===== src/rtl/rc4_prga_decrypt.sv =====
// rtl/rc4_prga_decrypt.sv - RC4 keystream generator that decrypts a 32-byte ROM message into RAM
// and flags whether the result is all lowercase letters and spaces.
module rc4_prga_decrypt #(
  parameter int MSG_LEN    = 32,
  parameter int READ_WAIT  = 2,
  parameter int WRITE_WAIT = 2,
  parameter bit CHECK_EN   = 1'b1
) (
  input  logic       clk,
  input  logic       master_reset,
  input  logic       start,
  output logic [7:0] s_address,
  output logic [7:0] s_data_out,
  output logic       s_wren,
  input  logic [7:0] s_q,
  output logic [4:0] enc_address,
  input  logic [7:0] enc_q,
  output logic [4:0] dec_address,
  output logic [7:0] dec_data_out,
  output logic       dec_wren,
  output logic       done,
  output logic       key_valid
);

  typedef enum logic [3:0] {
    IDLE, INC_I, RD_SI, CAP_SI, RD_SJ, CAP_SJ, WR_I, WR_J,
    RD_F, CAP_F, WR_DEC, CHECK, FINISH
  } state_t;

  localparam logic [7:0] RW      = 8'(READ_WAIT);
  localparam logic [7:0] WW      = 8'(WRITE_WAIT);
  localparam logic [5:0] LAST_K  = 6'(MSG_LEN);

  state_t     state;
  logic [7:0] wait_cnt;
  logic [7:0] i, j, si, sj, f;
  logic [5:0] k;
  logic [7:0] chk_byte;
  logic       chk_ok;
  logic       rd_done, wr_done;

  function automatic logic printable(input logic [7:0] b);
    return ((b >= 8'h61) && (b <= 8'h7a)) || (b == 8'h20);
  endfunction

  // enc_address is untouched between RD_F and CHECK, so enc_q is still this byte's ciphertext.
  assign chk_byte = f ^ enc_q;
  assign chk_ok   = printable(chk_byte);
  assign rd_done  = (wait_cnt == RW);
  assign wr_done  = (wait_cnt == WW);

  always_ff @(posedge clk or posedge master_reset) begin
    if (master_reset) begin
      state        <= IDLE;
      wait_cnt     <= 8'd0;
      i            <= 8'd0;
      j            <= 8'd0;
      si           <= 8'd0;
      sj           <= 8'd0;
      f            <= 8'd0;
      k            <= 6'd0;
      s_address    <= 8'd0;
      s_data_out   <= 8'd0;
      s_wren       <= 1'b0;
      enc_address  <= 5'd0;
      dec_address  <= 5'd0;
      dec_data_out <= 8'd0;
      dec_wren     <= 1'b0;
      done         <= 1'b0;
      key_valid    <= 1'b0;
    end else if (!start) begin
      // Losing start hands the S RAM back to the key scheduler, so release every output.
      state        <= IDLE;
      wait_cnt     <= 8'd0;
      i            <= 8'd0;
      j            <= 8'd0;
      k            <= 6'd0;
      s_address    <= 8'd0;
      s_data_out   <= 8'd0;
      s_wren       <= 1'b0;
      enc_address  <= 5'd0;
      dec_address  <= 5'd0;
      dec_data_out <= 8'd0;
      dec_wren     <= 1'b0;
      done         <= 1'b0;
      key_valid    <= 1'b0;
    end else begin
      case (state)
        IDLE: begin
          i         <= 8'd0;
          j         <= 8'd0;
          k         <= 6'd0;
          wait_cnt  <= 8'd0;
          done      <= 1'b0;
          key_valid <= 1'b1;
          state     <= INC_I;
        end
        INC_I: begin
          i         <= i + 8'd1;
          s_address <= i + 8'd1;
          s_wren    <= 1'b0;
          wait_cnt  <= 8'd0;
          state     <= RD_SI;
        end
        RD_SI: begin
          if (rd_done) begin
            wait_cnt <= 8'd0;
            state    <= CAP_SI;
          end else begin
            wait_cnt <= wait_cnt + 8'd1;
          end
        end
        CAP_SI: begin
          si        <= s_q;
          j         <= j + s_q;
          s_address <= j + s_q;
          state     <= RD_SJ;
        end
        RD_SJ: begin
          if (rd_done) begin
            wait_cnt <= 8'd0;
            state    <= CAP_SJ;
          end else begin
            wait_cnt <= wait_cnt + 8'd1;
          end
        end
        CAP_SJ: begin
          sj         <= s_q;
          s_address  <= i;
          s_data_out <= s_q;
          s_wren     <= 1'b1;
          state      <= WR_I;
        end
        WR_I: begin
          if (wr_done) begin
            wait_cnt   <= 8'd0;
            s_address  <= j;
            s_data_out <= si;
            s_wren     <= 1'b1;
            state      <= WR_J;
          end else begin
            wait_cnt <= wait_cnt + 8'd1;
          end
        end
        WR_J: begin
          if (wr_done) begin
            // Reading s[si+sj] only after both writes gives the post-swap value when it aliases i or j.
            wait_cnt    <= 8'd0;
            s_wren      <= 1'b0;
            s_address   <= si + sj;
            enc_address <= k[4:0];
            state       <= RD_F;
          end else begin
            wait_cnt <= wait_cnt + 8'd1;
          end
        end
        RD_F: begin
          if (rd_done) begin
            wait_cnt <= 8'd0;
            state    <= CAP_F;
          end else begin
            wait_cnt <= wait_cnt + 8'd1;
          end
        end
        CAP_F: begin
          f            <= s_q;
          dec_address  <= k[4:0];
          dec_data_out <= s_q ^ enc_q;
          dec_wren     <= 1'b1;
          state        <= WR_DEC;
        end
        WR_DEC: begin
          if (wr_done) begin
            wait_cnt <= 8'd0;
            dec_wren <= 1'b0;
            state    <= CHECK;
          end else begin
            wait_cnt <= wait_cnt + 8'd1;
          end
        end
        CHECK: begin
          if (!chk_ok) key_valid <= 1'b0;
          if (!chk_ok && CHECK_EN) begin
            done  <= 1'b1;
            state <= FINISH;
          end else begin
            k <= k + 6'd1;
            if (k + 6'd1 == LAST_K) begin
              done  <= 1'b1;
              state <= FINISH;
            end else begin
              state <= INC_I;
            end
          end
        end
        FINISH: begin
          done     <= 1'b1;
          s_wren   <= 1'b0;
          dec_wren <= 1'b0;
        end
        default: state <= IDLE;
      endcase
    end
  end

endmodule


===== config.mk =====
export PLATFORM = sky130hd
export DESIGN_NAME = rc4_prga_decrypt
export DESIGN_NICKNAME = d
export VERILOG_FILES = /design/src/rtl/rc4_prga_decrypt.sv
export SDC_FILE = /design/constraint.sdc
export NUM_CORES = 1
export LEC_CHECK = 0
export BUFFER_PORTS_ARGS = -buffer_cell sky130_fd_sc_hd__buf_4
export CORE_MARGIN = 2
export CORE_UTILIZATION = 64
export CTS_BUF_LIST = sky130_fd_sc_hd__clkbuf_16
export DETAILED_ROUTE_END_ITERATION = 8
export GPL_ROUTABILITY_DRIVEN = 0
export PLACE_DENSITY = 0.95
export RECOVER_POWER = 25
export SYNTH_ARGS = -nofsm -noshare
export SYNTH_HDL_FRONTEND = slang
export SYNTH_SLANG_ARGS = --single-unit

===== constraint.sdc =====
create_clock -name clk -period 5.26 [get_ports clk]
set_clock_uncertainty 0.2 [all_clocks]
set_input_delay 1.052 -clock clk [delete_from_list [all_inputs] [get_ports clk]]
set_output_delay 1.052 -clock clk [all_outputs]
set_load 0.1 [all_outputs]

==> results of run 1 <==
-- worst register-to-register path, stage by stage (launching register included) --
cell     delay, ns
dfrtp_1       0.97
nand2_1       0.32
nor3_2        0.63
nand2_1       0.53
mux2_2        0.43
-- cell usage after synthesis, types with 4 or more instances --
master / n / share of area, %
a211oi_1: 11 / 1.5
a21o_1: 5 / 0.67
a21oi_1: 35 / 3.1
a31oi_1: 5 / 0.56
a41oi_1: 4 / 0.63
buf_2: 6 / 0.54
clkbuf_1: 15 / 1.0
dfrtp_1: 96 / 43
ha_1: 18 / 4.0
inv_1: 25 / 1.7
mux2_2: 31 / 6.2
nand2_1: 72 / 4.8
nand2b_1: 6 / 0.67
nand3_1: 31 / 2.8
nor2_1: 44 / 3.0
nor2b_1: 6 / 0.67
nor3_1: 8 / 0.72
o211ai_1: 8 / 1.1
o21a_1: 5 / 0.67
o21ai_0: 54 / 4.8
o22ai_1: 15 / 1.7
xnor2_1: 29 / 4.5
xor2_1: 12 / 1.9
-- power groups by stage --
stage	clock network (W)	logic (W)	registers, W
2_1_floorplan	0	0.000388	0.000979
3_3_place_gp	0	0.000601	0.000900
3_5_place_dp	0	0.000636	0.000909
4_1_cts	0.000644	0.000653	0.000896
5_1_grt	0.000670	0.000710	0.000907
6_report	0.000640	0.000666	0.000902
-- area by class of cell --
cell class	count	area, sq um	share of cell area [%]
well taps	108	135.1	2.147
multi-input cells	453	2953	46.92
clock buffers	9	225.2	3.579
clock inverters	7	58.81	0.9344
repair buffers	58	420.4	6.680
flip-flops and latches	96	2402	38.17
inverters	26	98.84	1.571
-- routing by layer --
| layer | vias up | share of wire (%) | track usage (%) |
|---|---|---|---|
| met3 | 94 | 8.3 | 5.899 |
| li1 | 2240 | - | - |
| met1 | 2428 | 36 | 39.18 |
| met2 | 349 | 51 | 54.64 |
| met4 | 0 | 4.8 | 18.48 |
| met5 | - | 0 | 0 |
-- sequential cells by signal, summed over array words and instances, names as in the netlist, 6 cells and up --
signal,count
dec_data_out,8
f,8
i,8
j,8
s_address,8
s_data_out,8
si,8
sj,8
wait_cnt,8
k,6
-- cells in the final DEF (no fill, tap or decap), types with 3 or more instances in the layout --
cell type / count
and2_1: 3
xnor2_1: 29
buf_4: 53
a211oi_1: 11
inv_1: 24
a41oi_1: 4
o31ai_1: 3
nand4_1: 3
a31oi_1: 5
a21oi_1: 35
nand2_1: 72
nor2_1: 44
o22ai_1: 15
ha_1: 18
o21ai_0: 54
a32o_1: 3
inv_6: 4
clkbuf_16: 9
nor3_1: 8
a21o_1: 5
nand3_1: 31
a221oi_1: 3
nand2b_1: 6
dfrtp_1: 96
xor2_1: 12
clkbuf_1: 4
mux2_2: 31
o21a_1: 5
nor2b_1: 6
o211ai_1: 8
-- through the flow --
stage	total power [W]	hold WS, ns	cells	area [sq um]	util (%)
detailed placement	0.001545	0.3192	741	6025	70.11
finish	0.002208	0.3302	757	6294	73.24
global placement	0.001501	0.2942	741	6025	70.11
global route	0.002287	0.3536	757	6294	73.24
floorplan	0.001368	0.2757	602	5588	-
CTS	0.002193	0.3334	757	6309	73.41
-- worst max-delay path by stage --
stage,from,endpoint,cells past startpoint
after floorplan,master_reset,dec_address[0],1
after global placement,start,sj[7],4
after detailed placement,start,sj[3],4
after CTS,start,sj[3],4
after global routing,start,sj[2],4
final,start,sj[2],4
-- cells by family after synthesis --
| family | after synthesis | synth area share [%] |
|---|---|---|
| multiplexers | 31 | 6.247 |
| XOR/XNOR | 41 | 6.426 |
| AND/OR/NAND/NOR | 191 | 15.99 |
| AO/OA/AOI/OAI | 170 | 19.44 |
| adder cells (fa/ha/maj) | 20 | 4.747 |
| flip-flops | 96 | 42.99 |
| buffers and inverters | 53 | 4.165 |
==> impl_metrics.ini, run 1 <==
[clocking]
cts_resized = 0
clk_pin_slew_ns = 0.07
cts_tree = built
post_cts_buffers = 0
clkSinkCount = 96
clock_latency_ns = 0.35
numCtsBuffers = 9
htreeDepth = 3
cts_hold_buf = 0
root_buffer = clkbuf_16
clk_path_buf_depth = 2

[global_routing]
grt.total_usage_pct = 32.45
grt.overflow.total = 0
grt_pass1_wl_mm = 24.90
grt_pass1_vias = 5136
antenna_found_initial = 0
grt_max_degree = 53

[worst_setup_path]
r2r-start = state[1]
critPathCaptureType = flip-flop
reg2reg_slack_ns = 2.07
cpMaxStageDelayCell = nor4_2
startpoint_type = primary input
path_max_fanout = 34
crit_family = simple AND/OR/NAND/NOR gates
crit_chain = buf_4, inv_1, nor4_2, mux2_2
path_buf_inv = 2
r2r_cells = 4
critPathKind = in -> reg
cp.arrival_ns = 3.33
regToRegEndpoint = si[1]
critPathMaxStageDelay_ns = 0.95
worstPathRequired_ns = 5.30

[drt]
drc = 0
vias = 5111
ant_nets = 0
vias_per_cell = 6.752
drt_wl_total_mm = 15.31
drt_iter0_drc = 501
first_pass_iters = 7
wl_per_cell_um = 20.22

[min_path]
min_from = dec_address[3]
hold_end = dec_address[3]
hold_path.class = reg -> reg
hold_depth = 2

[synthesis]
syn_inst = 602
avgSynthCellArea_sq_um = 9.282
synth_ff_type = dfrtp_1
ys_ff_latch = 96
synthesis.nets = 641
synth_edf_count = 0
netlist-cell-type-count = 63
async_reset_ff_share_pct = 100.0
syn_area_sq_mm = 0.005588
yosys_warnings = 0
synth_seq_area_share_pct = 42.99

[pwr]
power.internal_w = 0.001376
switching_share_pct = 37.69
ir_worst_vdd_uv = 315.2
p_per_area_mw_per_mm2 = 350.8
combPwrFrac_pct = 30.2
p_switching_w = 0.0008322
power.share.clock_pct = 29.0
share_seq_of_total_power_pct = 40.9
p_leak_nw = 2.714

[sta]
slew_headroom_pct = -50.61
finalSetupTns_ns = 0
fin_crit_ns = 3.291
final-hold-violation-count = 0
setup_slack_ns = 1.969
post-route-period-util_pct = 62.56
tightestPinTransition_ns = 2.247
rsz0062_at_grt = no
max_freq_ghz = 0.3039
finalMaxSlewViolations = 53
setup_viol = 0

[outcome]
status = complete, but fails checks
violations = capacitance limit, slew limit

[die]
fp-row-count = 34
core_sq_mm = 0.008593
die-area_sq_mm = 0.009495
die_y_um = 97.44
die_w_um = 97.44
initial_utilization_pct = 65.03
io-pin-count = 57

[layout]
drive_above_1_share_pct = 17.10
fillers = 583
area_growth_pct = 12.63
nets = 683
antennaDiodeCount = 0

[place]
dp_hpwl_mm = 10.40
pre_cts_ws_ns = 1.687
port_buffers = 56

[run]
cap_violations = 1
(Power assumes the default switching activity.)
==> inputs of run 2 (changes only) <==
ABC_AREA = 1   (was default)
CORE_UTILIZATION = 59   (was 64)
PLACE_DENSITY = 0.9   (was 0.95)
clock period = 3.15 ns   (was 5.26 ns; I/O delays follow)
==> run 2 against run 1 <==
- the run now ends clean
- setup slack worse by 1.2 ns
- combinational power increased to 2.9 times the previous value
- count of clock-buffer cells in the layout unchanged
- critical path depth is 2 higher
- via count rose by 0.80%
- sequential share of layout area rose by 0.18 points
- cell count rose by 13%
- worst hold slack got worse by 0.041 ns
- die area is 4.6% higher
- routed wire length decreased by 7.1%
- highest routed layer unchanged
- first-iteration DRC count up 7.4%
==> impl_metrics.ini, run 2 <==
[drt]
vias_per_cell = 6.033
first_pass_iters = 5
dr_wl_met3_um = 996
route.met2.wl_mm = 7.012
ant_nets = 0
drt_wl_total_mm = 14.22
top_layer = met4
drt_iter0_drc = 538
drc = 0
wl_per_cell_um = 16.65
wl_met1_mm = 5.589
vias = 5152

[synthesis]
avgSynthCellArea_sq_um = 7.903
synth_top_area_cell = dfrtp_1
synth_edf_count = 0
async_reset_ff_share_pct = 100.0
synth_most_common_cell = nand2_1
synthesis.nets = 722
synth_seq_area_share_pct = 44.51
ys_ff_latch = 96
netlist-cell-type-count = 37
syn_inst = 683
yosys-top-cells-count = 167 x nand2_1, 96 x dfrtp_1, 88 x inv_1
synth_top_area_share_pct = 44.51
synth_ff_type = dfrtp_1
yosys_warnings = 0
yosys-top-cells-area = dfrtp_1 45%, nand2_1 12%, inv_1 6.1%
syn_area_sq_mm = 0.005398

[sta]
post-route-period-util_pct = 75.52
final-hold-violation-count = 0
finalMaxSlewViolations = 0
slew_headroom_pct = 15.73
finalSetupTns_ns = 0
max_freq_ghz = 0.4204
fin_crit_ns = 2.379
setup_slack_ns = 0.7710
tightestPinTransition_ns = 1.257
rsz0062_at_grt = no
setup_viol = 0

[clocking]
post_cts_buffers = 0
clock_latency_ns = 0.35
root_buffer = clkbuf_16
clk_pin_slew_ns = 0.07
cts_resized = 0
numCtsBuffers = 9
cts_tree = built
htreeDepth = 3
cts_hold_buf = 0
clkSinkCount = 96
clk_path_buf_depth = 2

[worst_setup_path]
worstPathRequired_ns = 3.18
cp.arrival_ns = 2.41
cpMaxStageDelayCell = o21ai_1
r2r-start = state[2]
crit_top_cell = nand2_1
path_max_fanout = 16
startpoint = state[2]
critPathKind = reg -> reg
critPathMaxStageDelay_ns = 0.85
critPathCaptureType = flip-flop
startpoint_type = flip-flop
crit_chain = nor2_2, inv_1, o21ai_1, o22ai_1, nand2_1, nand2_1
reg2reg_slack_ns = 0.77

[pwr]
p_leak_nw = 3.137
p_per_area_mw_per_mm2 = 771.7
ir_worst_vdd_uv = 459.6

[die]
die_y_um = 99.65
die_w_um = 99.65
io-pin-count = 57
core_sq_mm = 0.008806
die-area_sq_mm = 0.009930
initial_utilization_pct = 61.30
fp-row-count = 34

[place]
place_area_sq_mm = 0.005947
pre_cts_ws_ns = 0.6749
dp_cells = 839
port_buffers = 56
dp_hpwl_mm = 10.36

[global_routing]
grt.overflow.total = 0
grt_pass1_vias = 5180
grt_max_degree = 36
grt.total_usage_pct = 30.24
antenna_found_initial = 0
grt_pass1_wl_mm = 23.97

[layout]
instances_no_fill = 854
layout_common_cells = 167 x nand2_1, 96 x dfrtp_1, 88 x inv_1, 61 x o21ai_0, 58 x buf_4
final_common_cell = nand2_1
antennaDiodeCount = 0
fin_area_sq_mm = 0.006265
fillers = 633
multi_input_area_sq_mm = 0.002590
nets = 781
area_growth_pct = 16.06
seqCellArea_sq_mm = 0.002402
drive_above_1_share_pct = 13.14

[run]
cap_violations = 0

[min_path]
min_from = s_address[4]
hold_path.class = reg -> reg

[outcome]
status = complete, no violations
## run 2: where the power goes
part | internal [W] | switching [W] | total [W] | leakage [nW]
Sequential | 0.00146 | 0.000204 | 0.00167 | 1.30
Clock | 0.000770 | 0.000484 | 0.00125 | 0.163
Combinational | 0.000513 | 0.00140 | 0.00191 | 1.68
Total | 0.00274 | 0.00209 | 0.00483 | 3.14
## run 2: worst paths after layout
path / to / cells after the start
min: s_address[4] / 2
max in group asynchronous: wait_cnt[0] / 3
max reg2reg: dec_wren / 6
min in group asynchronous: dec_data_out[3] / 2
min reg2reg: s_address[4] / 2
max: dec_wren / 6
## run 2: cell families (layout without fill, tap and decap cells)
kind of cell / after synthesis / after routing / synth area share [%]
buffers and inverters: 106 / 169 / 7.510
adders and majority gates: 20 / 20 / 4.914
DFF: 96 / 96 / 44.51
AOI/OAI and AO/OA: 140 / 140 / 14.86
and+or+nand+nor: 290 / 290 / 23.18
xor gates and xnor gates: 31 / 31 / 5.030
## run 2: worst max-delay path, delay by kind of cell (launching register included)
family / cells / cell delay [ns]
simple gates: 3 / 0.39
flops: 1 / 0.47
buf+inv: 1 / 0.12
compound gates: 2 / 1.08
## run 2: final cells by class
class / instances / share of cell area, %
sequential: 96 / 38.35
multi-input combinational: 481 / 41.34
clock inverter: 6 / 1.758
tap: 108 / 2.157
inverter: 94 / 5.652
timing repair buffer: 60 / 7.150
clock buffer: 9 / 3.595
## run 2: layer usage
metal	GRT usage [%]	vias up
met5	0	-
met4	14.86	0
met3	5.622	70
met2	51.40	285
met1	37.08	2425
li1	-	2372
## run 2: through the flow
| step | total power (W) | hold WS [ns] | util [%] |
|---|---|---|---|
| after floorplan | 0.003077 | 0.2570 | - |
| after global placement | 0.003467 | 0.2696 | 67.53 |
| after detailed placement | 0.003545 | 0.2776 | 67.53 |
| after CTS | 0.004795 | 0.1978 | 71.34 |
| after global routing | 0.005070 | 0.3088 | 71.14 |
| final | 0.004835 | 0.2890 | 71.14 |
==> inputs of run 3 (changes only) <==
ABC_AREA = 0   (was 1)
CORE_UTILIZATION = 54   (was 59)
PLACE_DENSITY = 0.87   (was 0.9)
clock period = 2.07 ns   (was 3.15 ns; I/O delays follow)
==> run 3 against run 2 <==
- core utilization increased by 5.6 points
- non-clock buffer count increased by 103
- global-route usage increased by 4.7 points
- the run now ends with setup timing left
- register-to-register slack got worse by 1.2 ns
- highest routed layer unchanged
- via count increased by 23%
- sequential power increased by 39%
- die area increased by 13%
- total power increased by 37%
==> impl_metrics.ini, run 3 (same netlist as run 1, synthesis figures left out) <==
[outcome]
status = complete, but fails checks
violations = setup timing

[sta]
tightestPinTransition_ns = 0.8195
setup_viol = 44
final-hold-violation-count = 0
rsz0062_at_grt = yes
fin_crit_ns = 2.517
max_freq_ghz = 0.3972
setup_slack_ns = -0.4474
post-route-period-util_pct = 121.6
finalMaxSlewViolations = 0
slew_headroom_pct = 45.07

[die]
die-area_sq_mm = 0.01118
die_w_um = 105.7
io-pin-count = 57
core_sq_mm = 0.01018
initial_utilization_pct = 54.86
fp-row-count = 37
die_y_um = 105.7

[drt]
drt_iter0_drc = 861
ant_nets = 0
drc = 0
first_pass_iters = 9
vias = 6326
vias_per_cell = 7.100
wl_per_cell_um = 26.17
drt_wl_total_mm = 23.32

[clocking]
clk_pin_slew_ns = 0.08
clkSinkCount = 96
cts_tree = built
numCtsBuffers = 9
root_buffer = clkbuf_16
htreeDepth = 3
clk_path_buf_depth = 2
clock_latency_ns = 0.37

[pwr]
combPwrFrac_pct = 39.3
share_seq_of_total_power_pct = 34.9
ir_worst_vdd_uv = 602.0
p_per_area_mw_per_mm2 = 849.9
p_leak_nw = 3.400
power.internal_w = 0.003963
p_switching_w = 0.002679
power.share.clock_pct = 25.7
switching_share_pct = 40.33
power_w = 0.006642

[worst_setup_path]
path_max_fanout = 2
critPathCaptureType = flip-flop
critPathKind = reg -> reg
cp.arrival_ns = 2.60
cpMaxStageDelayCell = dfrtp_1
r2r_cells = 9
critPathMaxStageDelay_ns = 0.39
worstPathRequired_ns = 2.15
crit_chain = ha_2, inv_2, fa_2, nor2b_2, o21ai_2, a21oi_2, nor3_1, nand3b_1, a41oi_2
startpoint_type = flip-flop

[global_routing]
grt_pass1_vias = 5796
antenna_found_initial = 0
grt_max_degree = 42
grt.overflow.total = 0
grt.total_usage_pct = 34.90
grt_pass1_wl_mm = 30.58

[min_path]
hold_path.class = in -> reg
hold_depth = 3

[layout]
layout_common_cells = 149 x buf_4, 90 x dfrtp_1, 70 x nand2_1, 34 x nor2_1, 31 x mux2_2
final_common_cell = buf_4
fillers = 533
drive_above_1_share_pct = 41.32
area_growth_pct = 39.86
nets = 789
antennaDiodeCount = 0

[place]
pre_cts_ws_ns = -0.3190
dp_hpwl_mm = 11.60
port_buffers = 56

[run]
cap_violations = 0
-- run 3: cell types whose count changed in the layout (fill, tap and decap cells not counted), sizes merged, moves of 6 or more --
cell,before,now
o21ai,68,55
nand2,171,72
nor2b,0,6
inv,94,29
o22ai,25,15
mux2,0,31
buf,58,160
nand3,56,31
a21oi,27,35
nand4,9,3
a211oi,0,11
xnor2,14,29
-- run 3: final timing paths --
check,from,endpoint,slack (ns)
setup reg to reg,si[0],s_address[6],-0.45
max in group asynchronous,master_reset,si[4],0.14
setup / recovery,si[0],s_address[6],-0.45
hold reg to reg,enc_address[3],enc_address[3],0.32
hold / removal,start,dec_wren,0.16
min in group asynchronous,master_reset,s_data_out[1],0.51
-- run 3: layout make-up --
class / count / area [sq um] / share of cell area [%]
Timing Repair Buffer: 163 / 1303 / 16.67
Clock inverter: 7 / 60.06 / 0.7685
Multi-Input combinational cell: 454 / 3548 / 45.40
Sequential cell: 96 / 2410 / 30.84
Clock buffer: 9 / 225.2 / 2.882
Inverter: 26 / 98.84 / 1.265
Tap cell: 136 / 170.2 / 2.177
-- run 3: critical path, delay by kind of cell, from the launching register on --
family          cells  cell delay (ns)
buf+inv             1             0.05
flops               1             0.39
fa+ha+maj           2             0.58
compound gates      3             0.67
simple gates        3             0.52
-- run 3: repair_timing --
action | CTS | global route
setup endpoints to repair | 31 | 62
gates resized for setup | 45 | 90
hold endpoints to repair | 16 | 0
setup buffers | 4 | 11
pin swaps | 19 | 32
hold buffers | 1 | 0
cloned | 1 | 1
-- run 3: stage by stage --
stage / TNS (ns) / hold WS [ns] / instance area [sq um] / util [%] / cells
after CTS: -0.3174 / 0.1632 / 7390 / 72.56 / 881
final: -4.735 / 0.1620 / 7815 / 76.73 / 891
after detailed placement: -3.962 / 0.2616 / 6827 / 67.03 / 859
after floorplan: -0.06030 / 0.2760 / 5640 / - / 602
after global routing: -11.34 / 0.1903 / 7815 / 76.73 / 891
after global placement: -2.024 / 0.2522 / 6827 / 67.03 / 859
-- run 3: routing by layer --
metal | up-vias | wire length [um] | GRT usage, %
met4 | 0 | 2466 | 19.74
met5 | - | 0 | 0
li1 | 2452 | - | -
met2 | 667 | 10660 | 57.51
met3 | 262 | 2844 | 8.040
met1 | 2945 | 7347 | 42.09
-- run 3: power by group through the flow --
stage	Combinational (W)	Sequential (W)	Clock (W)
2_1_floorplan	0.000994	0.00249	0
3_3_place_gp	0.00186	0.00225	0
3_5_place_dp	0.00193	0.00227	0
4_1_cts	0.00211	0.00225	0.00164
5_1_grt	0.00266	0.00232	0.00173
6_report	0.00261	0.00232	0.00171
